## config.mk

```make
export PLATFORM = sky130hd
export DESIGN_NAME = exc_vector_loader
export DESIGN_NICKNAME = d
export VERILOG_FILES = /design/src/rtl/exc_vector_loader_pkg.sv /design/src/rtl/exc_vector_loader_priority_enc.sv /design/src/rtl/exc_vector_loader.sv
export SDC_FILE = /design/constraint.sdc
export NUM_CORES = 1
export LEC_CHECK = 0
export CORE_MARGIN = 1
export CORE_UTILIZATION = 37
export CTS_CLUSTER_SIZE = 10
export DETAILED_ROUTE_END_ITERATION = 8
export PLACE_DENSITY = 0.78
export SLEW_MARGIN = 20
export SYNTH_ARGS = -nofsm -noshare
export SYNTH_HDL_FRONTEND = slang
export SYNTH_SLANG_ARGS = --single-unit
```

## constraint.sdc

```tcl
create_clock -name clk -period 1.85 [get_ports clk]
set_input_delay 0.185 -clock clk [delete_from_list [all_inputs] [get_ports clk]]
set_output_delay 0.185 -clock clk [all_outputs]
set_load 0.005 [all_outputs]
```

## src/rtl/exc_vector_loader_pkg.sv

```systemverilog
// Shared encodings for the exception vector loader: sequencer states and
// IorD select codes driven onto the memory address mux.
package exc_vector_loader_pkg;

  typedef enum logic [2:0] {
    ST_IDLE     = 3'd0,
    ST_SAVE_EPC = 3'd1,
    ST_ADDR     = 3'd2,
    ST_WAIT     = 3'd3,
    ST_LOAD_PC  = 3'd4,
    ST_DONE     = 3'd5
  } state_e;

  localparam logic [2:0] IORD_PC   = 3'b000;
  localparam logic [2:0] IORD_V253 = 3'b001;
  localparam logic [2:0] IORD_V254 = 3'b010;
  localparam logic [2:0] IORD_V255 = 3'b011;
  localparam logic [2:0] IORD_DATA = 3'b100;

  // Vector table entries are single bytes; PC gets them zero-extended.
  function automatic logic [31:0] zext_byte(input logic [7:0] b);
    return {24'b0, b};
  endfunction

endpackage

```

## src/rtl/exc_vector_loader_priority_enc.sv

```systemverilog
// Fixed-priority encoder: opcode > overflow > div0, mapped to the IorD code
// of the matching vector address.
module exc_priority_enc
  import exc_vector_loader_pkg::*;
(
  input  logic       exc_opcode_i,
  input  logic       exc_overflow_i,
  input  logic       exc_div0_i,
  output logic [2:0] code_o,
  output logic       valid_o
);

  always_comb begin
    code_o  = IORD_PC;
    valid_o = exc_opcode_i | exc_overflow_i | exc_div0_i;
    if (exc_opcode_i)        code_o = IORD_V253;
    else if (exc_overflow_i) code_o = IORD_V254;
    else if (exc_div0_i)     code_o = IORD_V255;
  end

endmodule

```

## src/rtl/exc_vector_loader.sv

```systemverilog
// Exception vector loader: saves EPC, reads the cause's vector byte from
// memory and loads it into PC while holding the shared ports via busy.
module exc_vector_loader
  import exc_vector_loader_pkg::*;
#(
  parameter int MEM_LATENCY = 2,
  parameter int EPC_OFFSET  = 4
) (
  input  logic        clk,
  input  logic        reset,
  input  logic        exc_opcode,
  input  logic        exc_overflow,
  input  logic        exc_div0,
  input  logic [31:0] pc_in,
  input  logic [31:0] mem_data_in,
  output logic [2:0]  iord_sel,
  output logic        mem_rd,
  output logic [31:0] epc_out,
  output logic        epc_write,
  output logic [31:0] pc_out,
  output logic        pc_write,
  output logic        busy,
  output logic        done
);

  localparam int CNT_W = $clog2(MEM_LATENCY + 1);
  localparam logic [CNT_W-1:0] CNT_INIT = CNT_W'(MEM_LATENCY - 1);

  state_e           state_q;
  logic [2:0]       cause_q;
  logic [CNT_W-1:0] cnt_q;
  logic [2:0]       iord_sel_q;
  logic             mem_rd_q;
  logic [31:0]      epc_q;
  logic             epc_we_q;
  logic [31:0]      pc_q;
  logic             pc_we_q;
  logic             busy_q;
  logic             done_q;

  logic [2:0]  req_code;
  logic        req_vld;
  logic [31:0] epc_d;
  logic [31:0] pc_d;
  logic        unused_data_hi;

  exc_priority_enc u_prio (
    .exc_opcode_i   (exc_opcode),
    .exc_overflow_i (exc_overflow),
    .exc_div0_i     (exc_div0),
    .code_o         (req_code),
    .valid_o        (req_vld)
  );

  // PC has already been incremented past the faulting instruction; wraps mod 2^32.
  assign epc_d          = pc_in - 32'(EPC_OFFSET);
  assign pc_d           = zext_byte(mem_data_in[7:0]);
  assign unused_data_hi = ^mem_data_in[31:8];

  // Outputs are registered together with the state they belong to.
  always_ff @(posedge clk or posedge reset) begin
    if (reset) begin
      state_q    <= ST_IDLE;
      cause_q    <= IORD_PC;
      cnt_q      <= '0;
      iord_sel_q <= IORD_PC;
      mem_rd_q   <= 1'b0;
      epc_q      <= '0;
      epc_we_q   <= 1'b0;
      pc_q       <= '0;
      pc_we_q    <= 1'b0;
      busy_q     <= 1'b0;
      done_q     <= 1'b0;
    end else begin
      epc_we_q <= 1'b0;
      pc_we_q  <= 1'b0;
      done_q   <= 1'b0;
      case (state_q)
        ST_IDLE: begin
          if (req_vld) begin
            cause_q  <= req_code;
            epc_q    <= epc_d;
            epc_we_q <= 1'b1;
            busy_q   <= 1'b1;
            state_q  <= ST_SAVE_EPC;
          end
        end
        ST_SAVE_EPC: begin
          iord_sel_q <= cause_q;
          mem_rd_q   <= 1'b1;
          state_q    <= ST_ADDR;
        end
        ST_ADDR: begin
          cnt_q   <= CNT_INIT;
          state_q <= ST_WAIT;
        end
        ST_WAIT: begin
          if (cnt_q == '0) begin
            pc_q     <= pc_d;
            pc_we_q  <= 1'b1;
            mem_rd_q <= 1'b0;
            state_q  <= ST_LOAD_PC;
          end else begin
            cnt_q <= cnt_q - CNT_W'(1);
          end
        end
        ST_LOAD_PC: begin
          iord_sel_q <= IORD_PC;
          busy_q     <= 1'b0;
          done_q     <= 1'b1;
          state_q    <= ST_DONE;
        end
        ST_DONE: begin
          state_q <= ST_IDLE;
        end
        default: begin
          iord_sel_q <= IORD_PC;
          mem_rd_q   <= 1'b0;
          busy_q     <= 1'b0;
          state_q    <= ST_IDLE;
        end
      endcase
    end
  end

  assign iord_sel  = iord_sel_q;
  assign mem_rd    = mem_rd_q;
  assign epc_out   = epc_q;
  assign epc_write = epc_we_q;
  assign pc_out    = pc_q;
  assign pc_write  = pc_we_q;
  assign busy      = busy_q;
  assign done      = done_q;

endmodule

```

* Word level (Yosys, flattened, before mapping) *
Cells that the tools add are included.

storage, ports and cells
  register bits after elaboration = 56
  input bits = 69
  output and inout port bits = 72
  word-level logic and storage cells = 55

cells by class
  add/sub/neg operators = 2
  equal/unequal tests = 8
  muxes and demuxes = 18
  bitwise logic cells = 4
  reduce and logical (&&, ||, !) cells = 12

operator list
  cell                     count
  $sub A32 B3 Y32 const B  1
  $pmux W3 S5              1
  $mux W3                  4
  $reduce_and A2 Y1        6
  $reduce_or A4 Y1         3
  $mux W1                  7
  $eq A3 B2 Y1 const B     2
  $eq A3 B3 Y1 const B     2
  $ne A2 B2 Y1 const B     3
  $pmux W3 S2              1
  $mux W2                  2
  $pmux W2 S2              1
  $eq A3 B1 Y1 const B     1
  $logic_not A3 Y1         1
  $pmux W1 S3              1
  $logic_not A2 Y1         1
  $not A1 Y1               2
  $or A1 B1 Y1             2
  $pmux W1 S2              1
  $reduce_bool A2 Y1       1
  $sub A2 B1 Y2 const B    1

* Logic depth before layout (Yosys ltp) *
  word-level depth = 4
  depth in mapped cells = 7
  mapped depth without buffers = 6

* Modules after synthesis *
Synthesis repeated with hierarchy kept, for this count alone.

unflattened totals
  cells, all modules = 321
  area total of the unflattened synthesis = 2986.6 um^2

by module, submodules not included
  module             times used  cells an instance  area each (um^2)
  exc_vector_loader  1           314                2949.1
  exc_priority_enc   1           7                  37.5

* Worst setup path after synthesis *
Ideal clock, no wire load.

  path kind = input-to-reg
  start point = input port pc_in[3]
  end point = register epc_q[27] (netlist: epc_out[27])
  setup time = 141 ps
  arrival = 1837 ps
  data required time = 1709 ps
  path slack = -128 ps
  cell stages on the path = 6
  cells stage by stage = or4_1 -> clkbuf_1 -> or3_4 -> buf_2 -> o41ai_1 -> a31oi_1

on the way
  cells in the longest elaborated chain, start to end = 1

RTL lines
  element                 RTL line                 text
  start: declaration      exc_vector_loader.sv:14  input logic [31:0] pc_in,
  $sub A32 B3 Y32         exc_vector_loader.sv:56  assign epc_d = pc_in - 32'(EPC_OFFSET);
  end signal: assignment  exc_vector_loader.sv:82  epc_q <= epc_d;
  end: declaration        exc_vector_loader.sv:34  logic [31:0] epc_q;

Every way passes these cells.
A chain may end at the register's enable or synchronous reset.

* Final worst setup path *
  start point = input port pc_in[5]
  end point = register epc_q[23] (netlist: epc_out[23])

The elaborated chain is that of the path after synthesis.

==> results by group <==
Final layout
  – Layout area overhead: 57.3%
  – Post-Route Utilization: 61.2%
  – Multi-input logic area: 0.00143 mm²
  – Final Non-Filler Cells: 553
  – N_diodes: 0
  – Nets: 524
  – FF/Latch Area: 0.00135 mm²
  – Fraction of layout cells with a size suffix above 1: 26.0%
  – Fill count: 644

Detailed routing
  – Initial DRT Pass Iterations: 4
  – Routed len/inst: 14.4 µm
  – DR vias/cell: 5.07
  – Via count: 2805
  – Drt total wl: 7.98 mm
  – Post-DRT Antenna Nets: 0
  – Iteration-0 DRC count of the detailed router: 94
  – Number of remaining DRC errors: 0

Synthesis
  – Top-area cell type share of the netlist area: 47.4%
  – Compound-Gate Fraction of Synth Area: 13.6%
  – Top cells by area, synth: dfrtp_1 47%, buf_4 6.6%, nor2_1 4.1%
  – Xor-xnor portion of the synthesized cell area: 2.77%
  – Mapped Area: 0.00285 mm²
  – Post-Synth Adder-Cell Area: 0.878%
  – Cell variety after synth: 40
  – Largest family of logic cells by synthesized area: simple AND/OR/NAND/NOR gates
  – Post-synth EDFFs: 0
  – Most used flip-flop cell after synthesis: dfrtp_1
  – Most common cell in the netlist: dfrtp_1
  – Seq cells post-synth: 54
  – Multiplexer share of the synthesized area: 3.16%
  – Top post-synthesis cells by count: 54 x dfrtp_1, 31 x nor2_1, 28 x nand2_1
  – Cells after Synth: 303
  – Synth warn: 0
  – Sequential cell area fraction in the yosys report: 47.4%
  – Ys async rst share: 100%
  – Post-synthesis simple-gate area fraction: 22.1%
  – Synth Area per Inst: 9.41 µm²
  – Largest area contributor in the netlist: dfrtp_1

Global route
  – Vias in the first global route: 2700
  – First-pass GRT wire length: 12.5 mm
  – Overflow after GRT: 0
  – Overall routing resource usage: 19.4%
  – Pin count of the biggest net entering global routing: 40
  – Initial antenna violation count: 0

STA
  – Clock Skew: 10.6 ps
  – Final Max Tran Viols: 0
  – Final setup viols: 0
  – Tmin final: 1850 ps
  – Final period utilization: 99.8%
  – Max Clk Rate: 542 MHz
  – Endpoints failing hold: 0

Place
  – Final HPWL DP: 5.70 mm
  – Routability congestion estimate: 0.825
  – Placed insts: 534
  – IO Port Bufs: 91

Critical path
  – Startpoint types: input pin
  – FF-to-FF path depth: 6
  – Internal reg-to-reg setup slack: 240 ps
  – Worst reg2reg endpoint: epc_out[23]$_DFFE_PP0P_
  – CP endpoint kind: flop
  – Slowest stage cell, crit path: or4_4
  – Critical path required time: 2070 ps
  – Worst reg2reg startpoint: state_q[2]$_DFFE_PP0P_
  – CP max FO: 5
  – WS Path Type: in2reg
  – Crit path launch: pc_in[5]
  – Worst Path Arrival: 2070 ps
  – Worst path cell trace: clkdlybuf4s15_1 -> or4_4 -> or3_4 -> buf_4 -> or3_1 -> a31oi_1
  – Crit-path max cell delay: 550 ps

CTS
  – Clock transition at path regs: 100 ps
  – Clock latency on the worst-skew pair: 310 ps
  – Total CTS buffers: 5
  – H-tree depth: 2
  – CTS tree: built
  – Clock tree sinks: 54
  – Clock buffer depth: 2
  – CTS root buffer: clkbuf_8
  – Hold buffers post-CTS: 0

Floorplan
  – Die H: 89.8 µm
  – Core footprint: 0.00733 mm²
  – Width of the die: 89.8 µm
  – Initial Utilization: 38.9%
  – Die area: 0.00806 mm²
  – Rows: 31
  – Boundary Pins: 141

Outcome
  – Status: finished clean

Pwr
  – Leak: 1.91 nW
  – VDD IR max: 0.482 mV
  – Post-layout power: 0.00539 W
  – Pwr Density: 1200 mW/mm²

Hold path
  – Hold Path Class: in2async

Job
  – Number of max-cap violations: 0
critical path: cells and delay by family:
family,cells,cell delay (ps)
AO/OA/AOI/OAI,1,180
buffers and inverters,2,370
AND/OR/NAND/NOR,3,1330
through the flow:
step	cell area, µm²	hold slack [ps]	TNS (ps)	worst slack (ps)
after floorplan	2970	270	-908	-93.9
after global placement	4210	456	-7900	-588
after detailed placement	4210	468	-9240	-652
after CTS	4390	162	-319	-147
after global routing	4480	181	-33.3	-33.3
final	4480	162	0	4.45
per-layer routing:
layer / part of all wire, % / track usage (%)
met4: 1.9 / 7.92
met1: 41 / 22.0
met3: 5.4 / 2.88
met2: 52 / 36.3
met5: 0 / 0
final cells by class:
type	instances	area share, %
multi-input cells	224	32.0
flip-flops and latches	54	30.1
well taps	99	2.76
repair buffers	159	32.3
inverters	9	0.753
clock buffers	6	1.84
clock inverters	2	0.279
timing repair:
action / CTS / global route
setup endpoints to repair: 16 / 13
pin swaps: 21 / 17
gates cloned: 1 / 1
setup buffers: 5 / 5
resized for setup: 51 / 28
cell families (layout without fill, tap and decap cells):
logic type / Yosys count / in the layout
multiplexers: 8 / 8
other: 1 / 25
flip-flops: 54 / 54
AO/OA/AOI/OAI: 61 / 61
XOR/XNOR: 9 / 9
AND/OR/NAND/NOR: 118 / 119
buffers and inverters: 50 / 176
adder cells (fa/ha/maj): 2 / 2
where the power goes:
part	internal, W	leakage [nW]	switching, W	total (W)
registers	0.00176	0.635	0.000338	0.00210
clock network	0.000302	0.0472	0.000387	0.000689
logic	0.00154	1.22	0.00106	0.00261
cells in the final DEF (no fill, tap or decap), types with 4 or more instances in the layout:
master           count
a21oi_1              4
a31oi_1             16
buf_4               57
buf_6               10
clkbuf_2             4
clkbuf_8             6
clkdlybuf4s15_1      6
clkdlybuf4s50_1     72
conb_1              25
dfrtp_1             54
dlygate4sd2_1        5
inv_1                8
mux2_2               8
nand2_1             28
nor2_1              31
nor3_1               7
o21ai_0             20
o31ai_1              6
or3_1                9
or4_1                7
or4_4                7
xnor2_1              5
xor2_1               4
how the worst max path moves through the flow:
stage,endpoint,slack (ps),depth (start not counted)
3_3_place_gp,epc_out[31]$_DFFE_PP0P_,-590,6
5_1_grt,epc_out[23]$_DFFE_PP0P_,-30,6
6_report,epc_out[23]$_DFFE_PP0P_,4,6
4_1_cts,epc_out[24]$_DFFE_PP0P_,-150,7
3_5_place_dp,epc_out[21]$_DFFE_PP0P_,-650,5
2_1_floorplan,epc_out[29]$_DFFE_PP0P_,-90,5
registers in the layout, indices dropped and copies added (netlist names):
| signal | cells |
|---|---|
| epc_out | 32 |
| pc_out | 8 |
| state_q | 3 |
| cause_q | 2 |
| cnt_q | 2 |
| iord_sel | 2 |
| busy | 1 |
| done | 1 |
| epc_write | 1 |
| mem_rd | 1 |
| pc_write | 1 |
No activity file was read; power rests on OpenSTA's default activity.
==> edit (same settings) <==
Re-encode `state_e` (6 states) as one-hot, 6 bits wide.
--- a/src/rtl/exc_vector_loader_pkg.sv
+++ b/src/rtl/exc_vector_loader_pkg.sv
@@ -2,13 +2,13 @@
 // IorD select codes driven onto the memory address mux.
 package exc_vector_loader_pkg;
 
-  typedef enum logic [2:0] {
-    ST_IDLE     = 3'd0,
-    ST_SAVE_EPC = 3'd1,
-    ST_ADDR     = 3'd2,
-    ST_WAIT     = 3'd3,
-    ST_LOAD_PC  = 3'd4,
-    ST_DONE     = 3'd5
+  typedef enum logic [5:0] {
+    ST_IDLE     = 6'b000001,
+    ST_SAVE_EPC = 6'b000010,
+    ST_ADDR     = 6'b000100,
+    ST_WAIT     = 6'b001000,
+    ST_LOAD_PC  = 6'b010000,
+    ST_DONE     = 6'b100000
   } state_e;
 
   localparam logic [2:0] IORD_PC   = 3'b000;
Formal check against the unedited RTL: no difference found for any inputs over 10 cycles, from zero or initial values and one cycle with reset high; not proved beyond that.
==> edit against the original RTL <==
- the flow now finishes with violations (negative setup slack)
- sequential cell count grew 3
- synthesized area grew 6.7%
- cell area increased by 5.5%
- synthesized cell count increased by 5.6%
- non-clock buffer count decreased by 2
- register-to-register slack lost 0.39 ns
- worst setup slack worse by 0.16 ns
- wire length decreased by 0.74%
- total power rose by 19%
- critical path type is now flip-flop to flip-flop
==> edit: results (changes against the original RTL) <==
{
  "drt_iter0_markers": {"value": 80, "change": "-15%"},
  "totalWireLength": {"value": 7.921, "unit": "mm", "change": "-0.74%"},
  "postLayoutCoreUtil": {"value": 60.30, "unit": "%", "change": "-0.87 points"},
  "fin_tns_setup": {"value": -2.314, "unit": "ns", "change": "-2.314 ns"},
  "worstSkewPairLatency": {"value": 0.33, "unit": "ns", "change": "+0.02 ns"},
  "leakage": {"value": 2.063, "unit": "nW", "change": "+8.2%"},
  "num-clock-buffers": {"value": 11, "change": "+5"},
  "hpwl": {"value": 5.891, "unit": "mm", "change": "+3.4%"},
  "grt_use_met1": {"value": 23.74, "unit": "%", "change": "+1.7 points"},
  "final-seq-area": {"value": 1428, "unit": "um2", "change": "+5.6%"},
  "violations": {"value": "negative setup slack"},
  "grtUsageMet2": {"value": 33.09, "unit": "%", "change": "-3.3 points"},
  "seq_share": {"value": 30.17, "unit": "%", "change": "+0.035 points"},
  "fraction_of_area_in_multi_input_gates": {"value": 30.41, "unit": "%", "change": "-1.6 points"},
  "vias_in_the_first_global_route": {"value": 2739, "change": "+1.4%"},
  "arrival": {"value": 2.27, "unit": "ns", "change": "+0.20 ns"},
  "layout.comb_gates.multi_input": {"value": 234, "change": "+4.5%"},
  "post_route_cells_drive_above_1_share": {"value": 21.47, "unit": "%", "change": "-4.5 points"},
  "num-nets-final": {"value": 541, "change": "+3.2%"},
  "largest_net_degree_at_the_start_of_global_routing": {"value": 35, "change": "-13%"},
  "clockNetworkAreaShare": {"value": 4.680, "unit": "%", "change": "+2.6 points"},
  "ys_ff_latch": {"value": 57, "change": "+5.6%"},
  "routed_via_density": {"value": 4.922, "change": "-3.0%"},
  "grt.total_usage": {"value": 19.07, "unit": "%", "change": "-0.37 points"},
  "ir_worst_vdd": {"value": 0.5634, "unit": "mV", "change": "+17%"},
  "buffers": {"value": 157, "change": "-1.3%"},
  "report.final.setup_viol": {"value": 26, "change": "+26"},
  "drt-met1-wl": {"value": 3.379, "unit": "mm", "change": "+4.1%"},
  "final.signal_inverter_count": {"value": 11, "change": "+2"},
  "final.setup.worst_slack": {"value": -0.1547, "unit": "ns", "change": "-0.1591 ns"},
  "result_of_the_run": {"value": "finished, violations left"},
  "wl_met2": {"value": 4.095, "unit": "mm", "change": "-1.4%"},
  "worst_setup_hold_path_clk_slew": {"value": 0.07, "unit": "ns", "change": "-0.03 ns"},
  "first_pass_grt_wire_length": {"value": 12.83, "unit": "mm", "change": "+2.5%"},
  "pre_cts_slack": {"value": -0.3702, "unit": "ns", "change": "+0.2818 ns"},
  "gp_congestion": {"value": 0.8809, "change": "+6.8%"}
}
edit: worst max-delay path: stages, from the launching register on:
cell and delay (ns):
sky130_fd_sc_hd__dfrtp_1 0.38, sky130_fd_sc_hd__or4_4 0.54, sky130_fd_sc_hd__or3_4 0.43, sky130_fd_sc_hd__or4_1 0.51, sky130_fd_sc_hd__nand3_1 0.08
edit: report_power, final:
part	leakage (nW)	switching, mW	internal, mW	total (mW)
clock	0.106	0.499	0.793	1.29
sequential	0.699	0.303	1.79	2.10
combinational	1.26	1.27	1.74	3.01
total	2.06	2.07	4.33	6.40
edit: repair_timing:
action / in CTS / in global routing
pin swaps: 4 / 0
buffers inserted: 2 / 1
endpoints found under the setup margin: 41 / 43
gates resized for setup: 16 / 3
cloned: 1 / 0
hold buffers: 0 / 0
edit: logic make-up after synthesis:
group,count (synthesis),synth area share (%)
multiplexers,10,3.620
buffers and inverters,53,10.74
flip-flops,57,46.94
adder cells (fa/ha/maj),2,0.8226
other,1,0.1233
AND/OR/NAND/NOR,121,20.81
AO/OA/AOI/OAI,61,12.63
XOR/XNOR,15,4.319
edit: final timing paths:
path | startpoint | to | slack (ns) | cells past startpoint
max | state_q[3]$_DFFE_PP0P_ | epc_out[27]$_DFFE_PP0P_ | -0.15 | 4
min | reset | pc_out[5]$_DFFE_PP0P_ | 0.18 | 2
max reg2reg | state_q[3]$_DFFE_PP0P_ | epc_out[27]$_DFFE_PP0P_ | -0.15 | 4
min reg2reg | epc_out[11]$_DFFE_PP0P_ | epc_out[11]$_DFFE_PP0P_ | 0.49 | 2
max in group asynchronous | reset | mem_rd$_DFFE_PP0P_ | 1.14 | 3
min in group clk | pc_in[0] | epc_out[0]$_DFFE_PP0P_ | 0.41 | 3
